**src/rtl/midi_out_arbiter_if.sv**
```systemverilog
// Requester byte lanes, serializer handshake and status for midi_out_arbiter.
// master = requesters/serializer side, slave = arbiter side.
interface midi_out_arbiter_if #(
  parameter int PORTS = 4
);
  logic [PORTS-1:0]   req_valid;
  logic [8*PORTS-1:0] req_data;
  logic [PORTS-1:0]   req_ready;
  logic [7:0]         tx_data;
  logic               tx_valid;
  logic               tx_ready;
  logic [PORTS-1:0]   grant;
  logic               busy;

  modport master (
    output req_valid, req_data, tx_ready,
    input  req_ready, tx_data, tx_valid, grant, busy
  );

  modport slave (
    input  req_valid, req_data, tx_ready,
    output req_ready, tx_data, tx_valid, grant, busy
  );
endinterface

```
**src/rtl/midi_out_arbiter.sv**
```systemverilog
// Round-robin MIDI message arbiter with running-status re-insertion and stall timeout.
// Latency: accepted byte on tx one cycle later; req_ready follows tx_ready combinationally.
module midi_out_arbiter #(
  parameter int PORTS   = 4,
  parameter int TIMEOUT = 12_000
) (
  input logic               clk,
  input logic               rst,
  midi_out_arbiter_if.slave bus
);
  localparam int IW = (PORTS > 1) ? $clog2(PORTS) : 1;
  localparam int TW = $clog2(TIMEOUT + 1);

  localparam logic [1:0] S_IDLE  = 2'd0;
  localparam logic [1:0] S_INS   = 2'd1;
  localparam logic [1:0] S_XFER  = 2'd2;
  localparam logic [1:0] S_SYSEX = 2'd3;

  logic [1:0]    r_state;
  logic [IW-1:0] r_owner;
  logic [IW-1:0] r_last;
  logic [7:0]    r_rs [PORTS];
  logic [7:0]    r_out_rs;
  logic [1:0]    r_remain;
  logic          r_first;
  logic [TW-1:0] r_tmo;
  logic [7:0]    r_tx_data;
  logic          r_tx_valid;

  logic          w_free;
  logic          w_xfer;
  logic          w_own_vld;
  logic [7:0]    w_own_dat;
  logic [7:0]    w_rs_own;
  logic          w_rt;
  logic          w_unexp;
  logic          w_take;
  logic          w_drop;
  logic          w_fwd;
  logic          w_progress;
  logic          w_tmo_hit;
  logic          w_last_byte;
  logic          w_end;
  logic          w_any;
  logic [IW-1:0] w_pick;
  logic          w_pick_msb;
  logic [7:0]    w_pick_rs;
  logic          w_need_ins;
  logic [PORTS-1:0] w_grant;

  // Message length from its first status byte (running status uses this minus one).
  function automatic logic [1:0] f_len(input logic [7:0] b);
    if (b[7:4] == 4'hC || b[7:4] == 4'hD || b == 8'hF1 || b == 8'hF3)
      return 2'd2;
    else if ((b[7:4] >= 4'h8 && b[7:4] <= 4'hB) || b[7:4] == 4'hE || b == 8'hF2)
      return 2'd3;
    else
      return 2'd1;
  endfunction

  assign w_free    = !r_tx_valid || bus.tx_ready;
  assign w_xfer    = (r_state == S_XFER) || (r_state == S_SYSEX);
  assign w_own_vld = bus.req_valid[r_owner];
  assign w_own_dat = bus.req_data[8*r_owner +: 8];
  assign w_rs_own  = r_rs[r_owner];
  assign w_rt      = (w_own_dat >= 8'hF8);

  // A non-realtime status byte after the first byte ends the message without being consumed.
  assign w_unexp = w_own_vld && w_own_dat[7] && !w_rt &&
                   ((r_state == S_XFER && !r_first) ||
                    (r_state == S_SYSEX && w_own_dat != 8'hF7));

  assign w_take     = w_xfer && w_own_vld && w_free && !w_unexp;
  assign w_drop     = (r_state == S_XFER) && r_first && !w_own_dat[7] && !w_rs_own[7];
  assign w_fwd      = w_take && !w_drop;
  assign w_progress = w_take || (r_state == S_INS && w_free);
  assign w_tmo_hit  = (r_state != S_IDLE) && w_free && !w_progress && !w_unexp &&
                      (r_tmo == TW'(TIMEOUT - 1));

  always_comb begin
    w_last_byte = 1'b0;
    if (r_state == S_SYSEX)
      w_last_byte = (w_own_dat == 8'hF7);
    else if (!r_first)
      w_last_byte = !w_rt && (r_remain == 2'd1);
    else if (w_rt)
      w_last_byte = 1'b1;
    else if (!w_own_dat[7])
      w_last_byte = !w_rs_own[7] || (f_len(w_rs_own) == 2'd2);
    else
      w_last_byte = (w_own_dat != 8'hF0) && (f_len(w_own_dat) == 2'd1);
  end

  assign w_end = w_unexp || w_tmo_hit || (w_take && w_last_byte);

  always_comb begin
    w_any  = 1'b0;
    w_pick = '0;
    for (int k = 1; k <= PORTS; k++) begin
      if (!w_any && bus.req_valid[(int'(r_last) + k) % PORTS]) begin
        w_any  = 1'b1;
        w_pick = IW'((int'(r_last) + k) % PORTS);
      end
    end
  end

  assign w_pick_msb = bus.req_data[8*w_pick + 7];
  assign w_pick_rs  = r_rs[w_pick];
  assign w_need_ins = !w_pick_msb && w_pick_rs[7] && (r_out_rs != w_pick_rs);

  always_comb begin
    w_grant = '0;
    if (r_state != S_IDLE)
      w_grant[r_owner] = 1'b1;
  end

  assign bus.grant     = w_grant;
  assign bus.busy      = (r_state != S_IDLE);
  assign bus.req_ready = w_grant & {PORTS{w_xfer && w_free && !w_unexp}};
  assign bus.tx_data   = r_tx_data;
  assign bus.tx_valid  = r_tx_valid;

  always_ff @(posedge clk or posedge rst) begin
    if (rst) begin
      r_state    <= S_IDLE;
      r_owner    <= '0;
      r_last     <= IW'(PORTS - 1);
      r_out_rs   <= '0;
      r_remain   <= '0;
      r_first    <= 1'b0;
      r_tmo      <= '0;
      r_tx_data  <= '0;
      r_tx_valid <= 1'b0;
      for (int i = 0; i < PORTS; i++)
        r_rs[i] <= '0;
    end else begin
      if (w_free)
        r_tx_valid <= 1'b0;
      if (w_fwd) begin
        r_tx_data  <= w_own_dat;
        r_tx_valid <= 1'b1;
      end

      if (r_state == S_IDLE || w_progress)
        r_tmo <= '0;
      else if (w_free)
        r_tmo <= r_tmo + 1'b1;

      case (r_state)
        S_IDLE: begin
          if (w_any) begin
            r_owner <= w_pick;
            r_first <= 1'b1;
            r_state <= w_need_ins ? S_INS : S_XFER;
          end
        end
        S_INS: begin
          if (w_free) begin
            r_tx_data  <= w_rs_own;
            r_tx_valid <= 1'b1;
            r_out_rs   <= w_rs_own;
            r_state    <= S_XFER;
          end
        end
        default: ;
      endcase

      if (w_take) begin
        r_first <= 1'b0;
        if (r_state == S_SYSEX) begin
          if (w_own_dat == 8'hF7) begin
            r_rs[r_owner] <= '0;
            r_out_rs      <= '0;
          end
        end else if (r_first) begin
          if (!w_own_dat[7]) begin
            r_remain <= f_len(w_rs_own) - 2'd2;
          end else if (!w_rt) begin
            r_remain <= f_len(w_own_dat) - 2'd1;
            if (w_own_dat < 8'hF0) begin
              r_rs[r_owner] <= w_own_dat;
              r_out_rs      <= w_own_dat;
            end else begin
              r_rs[r_owner] <= '0;
              r_out_rs      <= '0;
              if (w_own_dat == 8'hF0)
                r_state <= S_SYSEX;
            end
          end
        end else if (!w_rt) begin
          r_remain <= r_remain - 2'd1;
        end
      end

      if (w_end) begin
        r_state <= S_IDLE;
        r_last  <= r_owner;
      end
      if (w_unexp || w_tmo_hit)
        r_out_rs <= '0;
    end
  end
endmodule

```
**src/flat_wrapper.sv**
```systemverilog
// flat-port wrapper written by rule: the top's interface ports become plain ports
module midi_out_arbiter_flat 
#(
  parameter int PORTS   = 4,
  parameter int TIMEOUT = 12_000
)
  (clk, rst, bus_req_valid, bus_req_data, bus_tx_ready, bus_req_ready, bus_tx_data, bus_tx_valid, bus_grant, bus_busy);
  midi_out_arbiter_if #(.PORTS(PORTS)) bus_i ();
  input logic clk;
  input logic rst;
  input wire logic [$bits(bus_i.req_valid)-1:0] bus_req_valid;
  input wire logic [$bits(bus_i.req_data)-1:0] bus_req_data;
  input wire logic [$bits(bus_i.tx_ready)-1:0] bus_tx_ready;
  output wire logic [$bits(bus_i.req_ready)-1:0] bus_req_ready;
  output wire logic [$bits(bus_i.tx_data)-1:0] bus_tx_data;
  output wire logic [$bits(bus_i.tx_valid)-1:0] bus_tx_valid;
  output wire logic [$bits(bus_i.grant)-1:0] bus_grant;
  output wire logic [$bits(bus_i.busy)-1:0] bus_busy;
  assign bus_i.req_valid = bus_req_valid;
  assign bus_i.req_data = bus_req_data;
  assign bus_i.tx_ready = bus_tx_ready;
  assign bus_req_ready = bus_i.req_ready;
  assign bus_tx_data = bus_i.tx_data;
  assign bus_tx_valid = bus_i.tx_valid;
  assign bus_grant = bus_i.grant;
  assign bus_busy = bus_i.busy;
  midi_out_arbiter #(.PORTS(PORTS), .TIMEOUT(TIMEOUT)) u_core (.clk(clk), .rst(rst), .bus(bus_i));
endmodule
```
**config.mk**
```make
export PLATFORM = sky130hd
export DESIGN_NAME = midi_out_arbiter_flat
export DESIGN_NICKNAME = d
export VERILOG_FILES = /design/src/rtl/midi_out_arbiter_if.sv /design/src/rtl/midi_out_arbiter.sv /design/src/flat_wrapper.sv
export SDC_FILE = /design/constraint.sdc
export NUM_CORES = 1
export LEC_CHECK = 0
export CAP_MARGIN = 20
export CORE_ASPECT_RATIO = 0.8
export CORE_MARGIN = 5
export CORE_UTILIZATION = 58
export CTS_BUF_LIST = sky130_fd_sc_hd__clkbuf_4 sky130_fd_sc_hd__clkbuf_8
export DETAILED_ROUTE_END_ITERATION = 10
export GPL_TIMING_DRIVEN = 0
export MAX_ROUTING_LAYER = met4
export PLACE_DENSITY = 0.88
export SLEW_MARGIN = 20
export SYNTH_ARGS = -nofsm -noshare
export SYNTH_HDL_FRONTEND = slang
export SYNTH_SLANG_ARGS = --single-unit
```
**constraint.sdc**
```tcl
create_clock -name clk -period 3.99 [get_ports clk]
set_clock_uncertainty 0.1 [all_clocks]
set_input_delay 0.798 -clock clk [delete_from_list [all_inputs] [get_ports clk]]
set_output_delay 0.798 -clock clk [all_outputs]
set_load 0.05 [all_outputs]
```
==> run metrics, run 1 <==
Max H-tree Level 3; Syn. warnings 0; average cell area after synthesis 10.4 um^2; reg2reg start u_core.r_last[0]; Post-synth top flop dfrtp_1; initial antenna violation count 0; commonest non-fill, non-tap cells in the layout 69 x dfrtp_1, 52 x clkdlybuf4s50_1, 50 x nor2_1, 36 x nand2_1, 30 x mux2_2; Arr. time, crit path 4.03 ns; commonest non-fill, non-tap cell in the layout dfrtp_1; dpl cell area 5280 um^2; CTS Root Cell clkbuf_8; Max Root-Sink Buffers 2; share of layout cells above drive strength 1 0.200; Clk Latency, worst-skew pair 0.36 ns; Cells after Synth 436; status completed; Req. time, crit path 4.15 ns; clk sink count 72; CTS tree done; clock slew at reported path FFs 0.09 ns; Synthesized Nets 477; DR pass1 iterations 6; CTS buffer count 9; chip height 89.2 um; Initial Util 0.604; final setup violation count 0; Worst Setup End Kind flop; synthesized cell area 4550 um^2; # rows 28; core area 7530 um^2; RSZ-0062 raised after global routing no; WS Path Type primary input to flop; synthesis-to-finish area growth 20.5%; vias in the first global route 3978; antenna viol nets, final 0; Hold WC Path Type flop to flop; Tmin final 3.87 ns; IO buf count 56; max-cap violations 0; fin crit share 0.971; I/O pin total 57; area of the die 9720 um^2; Slew @ Worst Pin 0.880 ns; number of synthesized flops with an enable pin 0; worst relative slew slack 0.409; Wirelength per Cell 20.1 um; Routability Congestion 0.944; pin count of the biggest net entering global routing 61; Final Hold Fails 0; post-synthesis async set-or-reset flop share 1.00; Slowest-stage cell, CP o31ai_2; Startpoint Class primary input; cell area after layout 5480 um^2; setup ws final 0.117 ns; Worst Hold Slack 0.414 ns; distinct cell type count after synthesis 64; Final Slew Violations 0; # diodes 0; global-route wire length before repair 20100 um; R2R setup slack 0.58 ns; Tot GR Track Use 0.281; Post-CTS Hold Fix Bufs 0; Final Total Pwr 4.17 mW; leak pwr 2.36 nW; Crit path largest cell delay 0.49 ns; number of synthesized register bits 72; critical path cell sequence clkdlybuf4s50_1 > nor2b_1 > o21a_1 > o31ai_2 > clkbuf_2 > mux4_2 > xor2_1 > nor4_1 > a31oi_1 > a32o_1; Remaining Overflow, GRT 0; Layout Nets 547; DR vias 3990; CP max FO 10; PwrDens 760 nW/um^2; CP Launch Point bus_req_valid[3]; post-DP HPWL 9230 um; IR drop worst, VDD 0.440 mV; Die W 109 um; sequential fraction of the synthesis area 0.397; via density per instance 6.48; first-iteration detailed-routing DRC count 384; pre-CTS setup slack -0.620 ns; Finished Core Util 0.728; drc violations 0; wirelength, routed 12400 um; Hold Startpoint u_core.r_remain[1]; Peak Freq 0.258 GHz
final timing paths:
kind | depth (start not counted) | endpoint
min reg2reg | 1 | u_core.r_remain[1]
max | 10 | u_core.r_state[0]
max in group asynchronous | 3 | u_core.bus.tx_valid
min in group asynchronous | 2 | u_core.r_rs[7]
max reg2reg | 9 | u_core.r_state[0]
min | 1 | u_core.r_remain[1]
synthesized netlist by cell type (3+ instances only):
cell type	instances	area share
a211oi_1	9	0.015
a21o_1	3	0.0050
a21oi_1	24	0.026
and3_1	7	0.0096
buf_1	3	0.0025
buf_2	4	0.0044
clkbuf_1	10	0.0083
dfrtp_1	70	0.39
inv_1	14	0.012
mux2_1	5	0.012
mux2_2	30	0.074
mux2i_1	9	0.020
mux4_1	3	0.017
mux4_2	18	0.089
nand2_1	36	0.030
nand2b_1	6	0.0083
nand3_1	9	0.0099
nand4_1	8	0.011
nor2_1	50	0.041
nor2b_1	5	0.0069
nor3_1	12	0.013
o211ai_1	5	0.0083
o21ai_0	19	0.021
o311a_1	6	0.013
o311ai_0	4	0.0077
o31ai_1	3	0.0050
or3_1	5	0.0069
xnor2_1	3	0.0058
xor2_1	11	0.021
layer usage:
layer / vias to the layer above / GRT usage / share of wire
met2: 248 / 0.428 / 0.47
li1: 1768 / - / -
met5: - / - / 0
met4: 0 / 0.107 / 0.025
met3: 36 / 0.0845 / 0.10
met1: 1938 / 0.357 / 0.40
final cells by class:
type,instances,area [um^2]
clock inverters,7,53.8
clock buffers,9,124
plain buffers,19,100
well taps,105,131
fillers,541,2050
flip-flops and latches,72,1810
inverters,14,55.1
multi-input cells,329,2610
repair buffers,61,601
power by group:
part | internal [mW] | total [mW] | leakage [nW] | switching (mW)
registers | 0.983 | 1.18 | 0.943 | 0.197
logic | 0.962 | 2.44 | 1.34 | 1.48
clock network | 0.231 | 0.545 | 0.0827 | 0.315
total | 2.18 | 4.17 | 2.36 | 1.99
stage by stage:
step	instances	TNS, ns
6_report	616	0
3_3_place_gp	597	-3.03
2_1_floorplan	436	0
5_1_grt	616	0
3_5_place_dp	598	-3.22
4_1_cts	613	0
logic make-up after synthesis:
logic type                 synth area share
xor gates and xnor gates             0.0270
and+or+nand+nor                       0.184
DFF                                   0.397
AOI/OAI and AO/OA                     0.140
buffers and inverters                0.0344
muxes                                 0.213
adders and majority gates           0.00550
what timing repair did:
| item | CTS | global route |
|---|---|---|
| setup buffers | 0 | 4 |
| gates resized for setup | 23 | 8 |
| endpoints found under the setup margin | 6 | 8 |
registers in the layout, summed over array words and instances (netlist names):
signal / count
u_core.r_owner: 2
u_core.bus.tx_valid: 1
u_core.r_remain: 2
u_core.r_first: 1
u_core.r_out_rs: 8
u_core.r_state: 2
u_core.r_rs: 32
u_core.bus.tx_data: 8
u_core.r_tmo: 14
u_core.r_last: 2
worst max-delay path: cells and delay by family:
kind,cells,cell delay (ns)
compound gates,4,1.23
buf+inv,2,0.85
simple gates,2,0.64
mux,1,0.36
xor+xnor,1,0.16
Power figures use the tool's default switching activity.
==> inputs of run 2 (changes only) <==
--- a/config.mk
+++ b/config.mk
@@ -5,15 +5,15 @@
 export SDC_FILE = /design/constraint.sdc
 export NUM_CORES = 1
 export LEC_CHECK = 0
-export CAP_MARGIN = 20
+export ABC_AREA = 1
+export CAP_MARGIN = 10
 export CORE_ASPECT_RATIO = 0.8
-export CORE_MARGIN = 5
 export CORE_UTILIZATION = 58
 export CTS_BUF_LIST = sky130_fd_sc_hd__clkbuf_4 sky130_fd_sc_hd__clkbuf_8
 export DETAILED_ROUTE_END_ITERATION = 10
 export GPL_TIMING_DRIVEN = 0
 export MAX_ROUTING_LAYER = met4
-export PLACE_DENSITY = 0.88
+export PLACE_DENSITY = 0.87
 export SLEW_MARGIN = 20
 export SYNTH_ARGS = -nofsm -noshare
 export SYNTH_HDL_FRONTEND = slang
==> run 2 against run 1 <==
  * Cell count up 45%
  * Register-to-register slack better by 0.24 ns
  * First-iteration DRC count up 53%
  * Count of clock-buffer cells in the layout unchanged
  * Sequential power about the same
  * Synthesized area up 5.1%
  * Fmax up 0.35%
  * Synthesized cell count up 62%
  * Worst setup slack better by 0.014 ns
  * Non-clock buffer count up 1
  * Critical path depth up 2
  * Flip-flop and latch count unchanged
  * Critical endpoint is now bus_req_ready[3]
  * Largest cell class unchanged
==> run metrics, run 2 <==
Final Hold Fails 0; CTS tree done; PwrDens 975 nW/um^2; RSZ-0062 raised after global routing yes; Fill cells 658; worst relative slew slack 0.369; Hold WC Path Type flop to flop; clk sink count 72; family with the most delay on the worst path simple AND/OR/NAND/NOR gates; Slew @ Worst Pin 0.936 ns; Sw Ratio 0.549; via density per instance 5.89; final setup violation count 0; distinct cell type count after synthesis 43; Slowest-stage cell, CP clkdlybuf4s50_1; Routability Congestion 1.06; post-DP HPWL 11200 um; commonest non-fill, non-tap cell in the layout nand2_1; post-synth top area cell dfrtp_1; WS Path Type primary input to output port; first-iteration detailed-routing DRC count 587; antenna viol nets, final 0; count leader, synth nand2_1; Synth top cells by count 211 x nand2_1, 78 x inv_1, 70 x dfrtp_1, 70 x nor2_1, 66 x nand3_1; synthesized cell area 4780 um^2; Buf+Inv Stages, Crit Path 2; Top reg by flops u_core.r_rs; DR vias 5247; Clk Latency, worst-skew pair 0.36 ns; wirelength, routed 14900 um; Die W 103 um; Startpoint Class primary input; Largest regs u_core.r_rs x32, u_core.r_tmo x14; # diodes 0; Worst Hold Slack 0.395 ns; status completed; Layout Nets 819; critical path cell sequence clkdlybuf4s50_1 > o22ai_1 > nor2_4 > nand2_1 > nor3_2 > nand2_1 > nand2_2 > nand2_2 > nand2_4 > nand3_1 > nor3_1 > buf_4; Tmin final 3.86 ns; combinational share of power 0.658; Max Root-Sink Buffers 2; IR drop worst, VDD 0.499 mV; Worst Setup End Kind output port; area of the die 8610 um^2; Seq pwr share 0.211; clock slew at reported path FFs 0.08 ns; global-route wire length before repair 23300 um; # rows 29; post-synthesis async set-or-reset flop share 1.00; Largest register FFs 32; fin crit share 0.967; sequential fraction of the synthesis area 0.378; pin count of the biggest net entering global routing 42; Remaining Overflow, GRT 0; Peak Freq 0.259 GHz; number of synthesized register bits 72; Finished Core Util 0.726; Psw 3.09 mW; Synthesized Nets 749; setup ws final 0.131 ns; Req. time, crit path 3.09 ns; drc violations 0; chip height 83.2 um; Syn. warnings 0; CP max FO 4; post-route non-filler standard cell count 891; register area 1800 um^2; Hold Startpoint u_core.r_rs[25]; share of layout cells above drive strength 1 0.0945; Initial Util 0.601; commonest non-fill, non-tap cells in the layout 211 x nand2_1, 77 x inv_1, 70 x nor2_1, 70 x dfrtp_1, 66 x nand3_1; vias in the first global route 4780; core area 7950 um^2; Clock power frac 0.131; CTS Root Cell clkbuf_8; Max H-tree Level 3; Tot GR Track Use 0.370; CP Launch Point bus_req_data[31]; Cells after Synth 708; initial antenna violation count 0; Crit path largest cell delay 0.55 ns; pre-CTS setup slack -0.423 ns; P_int 2.54 mW; IO buf count 56; area share of the largest cell type after synthesis 0.367; Final Slew Violations 0; multi-input logic area 2540 um^2; I/O pin total 57; Post-synth top flop dfrtp_1; leak pwr 2.76 nW; Post-CTS Hold Fix Bufs 0; Wirelength per Cell 16.7 um; DR pass1 iterations 6; Post-Place Cells 873; reg2reg start u_core.r_owner[1]; Arr. time, crit path 2.96 ns; average cell area after synthesis 6.75 um^2; max-cap violations 0; number of synthesized flops with an enable pin 0; CTS buffer count 9; largest cells by area after synthesis dfrtp_1 37%, nand2_1 17%, nand3_1 6.9%, inv_1 6.1%, nor2_1 5.5%; synthesis-to-finish area growth 20.7%
## run 2: changes by cell type after synthesis, sizes merged, moves of 8 or more
cell	previous run	this run
a211oi	9	0
inv	14	85
mux2	35	0
mux2i	9	1
mux4	21	0
nand2	37	220
nand3	10	68
nand3b	2	11
nor2	52	72
o21ai	19	67
o22ai	1	13
xor2	11	3
## run 2: area by class of cell
cell class / instances / share of cell area
plain buffers: 22 / 0.0200
clock inverters: 7 / 0.0221
clock buffers: 9 / 0.0215
inverters: 88 / 0.0588
multi-input cells: 526 / 0.440
well taps: 108 / 0.0234
repair buffers: 59 / 0.101
flip-flops and latches: 72 / 0.313
## run 2: power groups by stage
stage / logic [mW] / registers (mW) / clock network, mW
6_report: 3.70 / 1.19 / 0.738
5_1_grt: 4.00 / 1.21 / 0.771
4_1_cts: 3.54 / 1.18 / 0.739
3_5_place_dp: 3.52 / 1.19 / 0
3_3_place_gp: 3.44 / 1.18 / 0
2_1_floorplan: 2.43 / 1.28 / 0
## run 2: cells by family after synthesis
family	count (synthesis)	synth area share
and+or+nand+nor	395	0.367
xor gates and xnor gates	6	0.0110
buffers and inverters	110	0.0935
muxes	1	0.00209
DFF	72	0.378
AOI/OAI and AO/OA	122	0.144
adders and majority gates	2	0.00524
## run 2: through the flow
step / TNS, ns / instance area (um^2) / total power [mW]
after global routing: -0.170 / 5770 / 5.98
after detailed placement: -1.62 / 5500 / 4.70
final: 0 / 5770 / 5.62
after CTS: 0 / 5750 / 5.46
after global placement: -1.44 / 5470 / 4.62
after floorplan: 0 / 4780 / 3.71
## run 2: final timing paths
path	endpoint	slack, ns	depth (start not counted)
min reg2reg	u_core.r_rs[25]	0.39	2
max in group asynchronous	u_core.r_rs[6]	2.52	3
min	u_core.r_rs[25]	0.39	2
min in group asynchronous	u_core.r_remain[0]	0.69	2
max	bus_req_ready[3]	0.13	12
max reg2reg	u_core.r_last[0]	0.82	17
## run 2: worst min-delay path: cells and delay by family, from the launching register on
kind / cells / cell delay, ns
AO/OA/AOI/OAI: 1 / 0.06
flip-flops: 1 / 0.35
AND/OR/NAND/NOR: 1 / 0.05
## run 2: repair_timing
| action | in CTS | in global routing |
|---|---|---|
| resized for setup | 18 | 18 |
| setup endpoints to repair | 4 | 4 |
| setup buffers | 0 | 2 |
| pin swaps | 0 | 0 |
## run 2: metal layers
metal	part of all wire	vias to the layer above	track usage	routed length, um
met5	0	-	-	0
met4	0.031	0	0.117	463
met3	0.12	57	0.0943	1780
met2	0.43	344	0.530	6350
met1	0.42	2404	0.512	6330
li1	-	2442	-	-
==> inputs of run 3 (changes only) <==
--- a/config.mk
+++ b/config.mk
@@ -11,6 +11,7 @@
 export CORE_UTILIZATION = 58
 export CTS_BUF_LIST = sky130_fd_sc_hd__clkbuf_4 sky130_fd_sc_hd__clkbuf_8
 export DETAILED_ROUTE_END_ITERATION = 10
+export GPL_ROUTABILITY_DRIVEN = 0
 export GPL_TIMING_DRIVEN = 0
 export MAX_ROUTING_LAYER = met4
 export PLACE_DENSITY = 0.87
==> run 3 against run 2 <==
  * Via count grew 2.1%
  * Non-clock buffer count shrank 2
  * First-iteration DRC count rose by 12%
  * Global-route usage up 0.71 points
  * Fmax decreased by 0.31%
  * Cell count is 0.22% lower
  * Sequential share of layout area grew 0.41 points
  * Largest cell class unchanged
  * Largest power group unchanged
  * Highest routed layer unchanged
==> run metrics, run 3 (synthesis gave the netlist of run 2 again) <==
initial antenna violation count 0; Tot GR Track Use 0.377; via density per instance 6.03; pin count of the biggest net entering global routing 42; global-route wire length before repair 24000 um; commonest non-fill, non-tap cells in the layout 210 x nand2_1, 77 x inv_1, 70 x dfrtp_1, 69 x nor2_1, 66 x nand3_1; CTS buffer count 9; Clk Latency, worst-skew pair 0.36 ns; fin crit share 0.970; Remaining Overflow, GRT 0; critical path cell sequence clkdlybuf4s50_1 > o22ai_1 > nor2_4 > nand2_1 > nor3_2 > nand2_1 > nand2_2 > nand2_2 > nand2_4 > nand3_1 > nor3_1 > clkbuf_4; DR vias 5357; first-iteration detailed-routing DRC count 657; # diodes 0; hold path depth 2; Slowest-stage cell, CP clkdlybuf4s50_1; post-DP HPWL 11000 um; Tmin final 3.87 ns; Buf+Inv Stages, Crit Path 2; clk sink count 72; WS Path Type primary input to output port; chip height 83.2 um; Final Hold Fails 0; Post-Place Cells 873; Startpoint Class primary input; Largest register FFs 32; area of the die 8610 um^2; Final Slew Violations 0; PwrDens 947 nW/um^2; Arr. time, crit path 2.97 ns; Fin Setup TNS 0 ns; Hold WC Path Type flop to flop; CTS tree done; CP Depth 12; Crit path largest cell delay 0.53 ns; synthesis-to-finish area growth 19.2%; Worst Hold Slack 0.405 ns; commonest non-fill, non-tap cell in the layout nand2_1; IO buf count 56; share of layout cells above drive strength 1 0.0948; Worst Setup End Kind output port; Die W 103 um; clock slew at reported path FFs 0.07 ns; Wirelength per Cell 16.7 um; DR pass1 iterations 6; drc violations 0; RSZ-0062 raised after global routing no; CP max FO 4; Fill cells 608; max-cap violations 0; family with the most delay on the worst path simple AND/OR/NAND/NOR gates; Initial Util 0.601; leak pwr 2.72 nW; # rows 29; Max H-tree Level 3; Top reg by flops u_core.r_rs; Max Root-Sink Buffers 2; post-CTS repair timing setup buffer count 0; status completed; Layout Nets 817; post-route non-filler standard cell count 889; Slew @ Worst Pin 0.826 ns; I/O pin total 57; Largest regs u_core.r_rs x32, u_core.r_tmo x14; core area 7950 um^2; IR drop worst, VDD 0.590 mV; worst relative slew slack 0.448; Post-CTS Hold Fix Bufs 0; vias in the first global route 5014; antenna viol nets, final 0; wirelength, routed 14800 um; Reg2Reg Depth 14; Peak Freq 0.258 GHz; CTS Root Cell clkbuf_8; Req. time, crit path 3.09 ns; final setup violation count 0
## run 3: cell types whose count changed in the layout (fill, tap and decap cells not counted), sizes merged
| cell | change |
|---|---|
| inv | -2 |
| clkinvlp | +2 |
| bufinv | -3 |
| clkbuf | +4 |
| buf | -3 |
## run 3: where the power goes
| part | total [mW] | leakage (nW) | switching (mW) | internal [mW] |
|---|---|---|---|---|
| logic | 3.65 | 1.69 | 2.53 | 1.12 |
| registers | 1.19 | 0.935 | 0.198 | 0.989 |
| clock network | 0.559 | 0.0920 | 0.292 | 0.267 |
| total | 5.39 | 2.72 | 3.02 | 2.38 |
## run 3: metal layers
layer | GRT usage | vias up | share of wire | wire (um)
met3 | 0.100 | 76 | 0.13 | 1910
met1 | 0.496 | 2448 | 0.39 | 5810
li1 | - | 2443 | - | -
met5 | - | - | 0 | 0
met4 | 0.183 | 0 | 0.043 | 637
met2 | 0.537 | 390 | 0.44 | 6490
## run 3: area by class of cell
type                            instances  area, um^2  share of cell area
Multi-Input combinational cell        526        2540               0.447
Sequential cell                        72        1800               0.317
Timing Repair Buffer                   57         571               0.100
Inverter                               88         339              0.0595
Clock buffer                           12         159              0.0279
Tap cell                              108         135              0.0237
Buffer                                 22         115              0.0202
Clock inverter                          4        28.8             0.00505
## run 3: worst register-to-register path, cell delays in order, from the launching register on
cell and delay [ns]:
dfrtp_1 0.48, nand2_2 0.22, clkbuf_2 0.33, o22ai_1 0.12, nor2_1 0.49, nand3_1 0.15
nor2_1 0.21, nand3_1 0.11, nand3b_1 0.10, nand4_1 0.11, nand2_1 0.11, nand3_1 0.19
nand2_1 0.21, nand2_1 0.08, nand2_1 0.07
## run 3: per-stage QoR
stage          instance area, um^2  setup WS, ns   util  total power [mW]
6_report                      5700         0.119  0.717              5.39
5_1_grt                       5700       0.00865  0.717              5.76
4_1_cts                       5700        0.0227  0.717              5.25
3_5_place_dp                  5500        -0.412  0.692              4.67
3_3_place_gp                  5470        -0.346  0.689              4.55
2_1_floorplan                 4780         0.255      -              3.71
## run 3: final timing paths
check	start	end	slack, ns
max	bus_req_data[23]	bus_req_ready[0]	0.12
min	u_core.r_rs[17]	u_core.r_rs[17]	0.40
max reg2reg	u_core.r_owner[1]	u_core.r_last[0]	0.85
min reg2reg	u_core.r_rs[17]	u_core.r_rs[17]	0.40
max in group asynchronous	rst	u_core.r_last[0]	2.49
min in group asynchronous	rst	u_core.bus.tx_data[7]	0.68
## run 3: timing repair
| action | in CTS | in global routing |
|---|---|---|
| setup endpoints to repair | 4 | 4 |
| endpoints found under the hold margin | 0 | 0 |
| gates resized for setup | 17 | 21 |
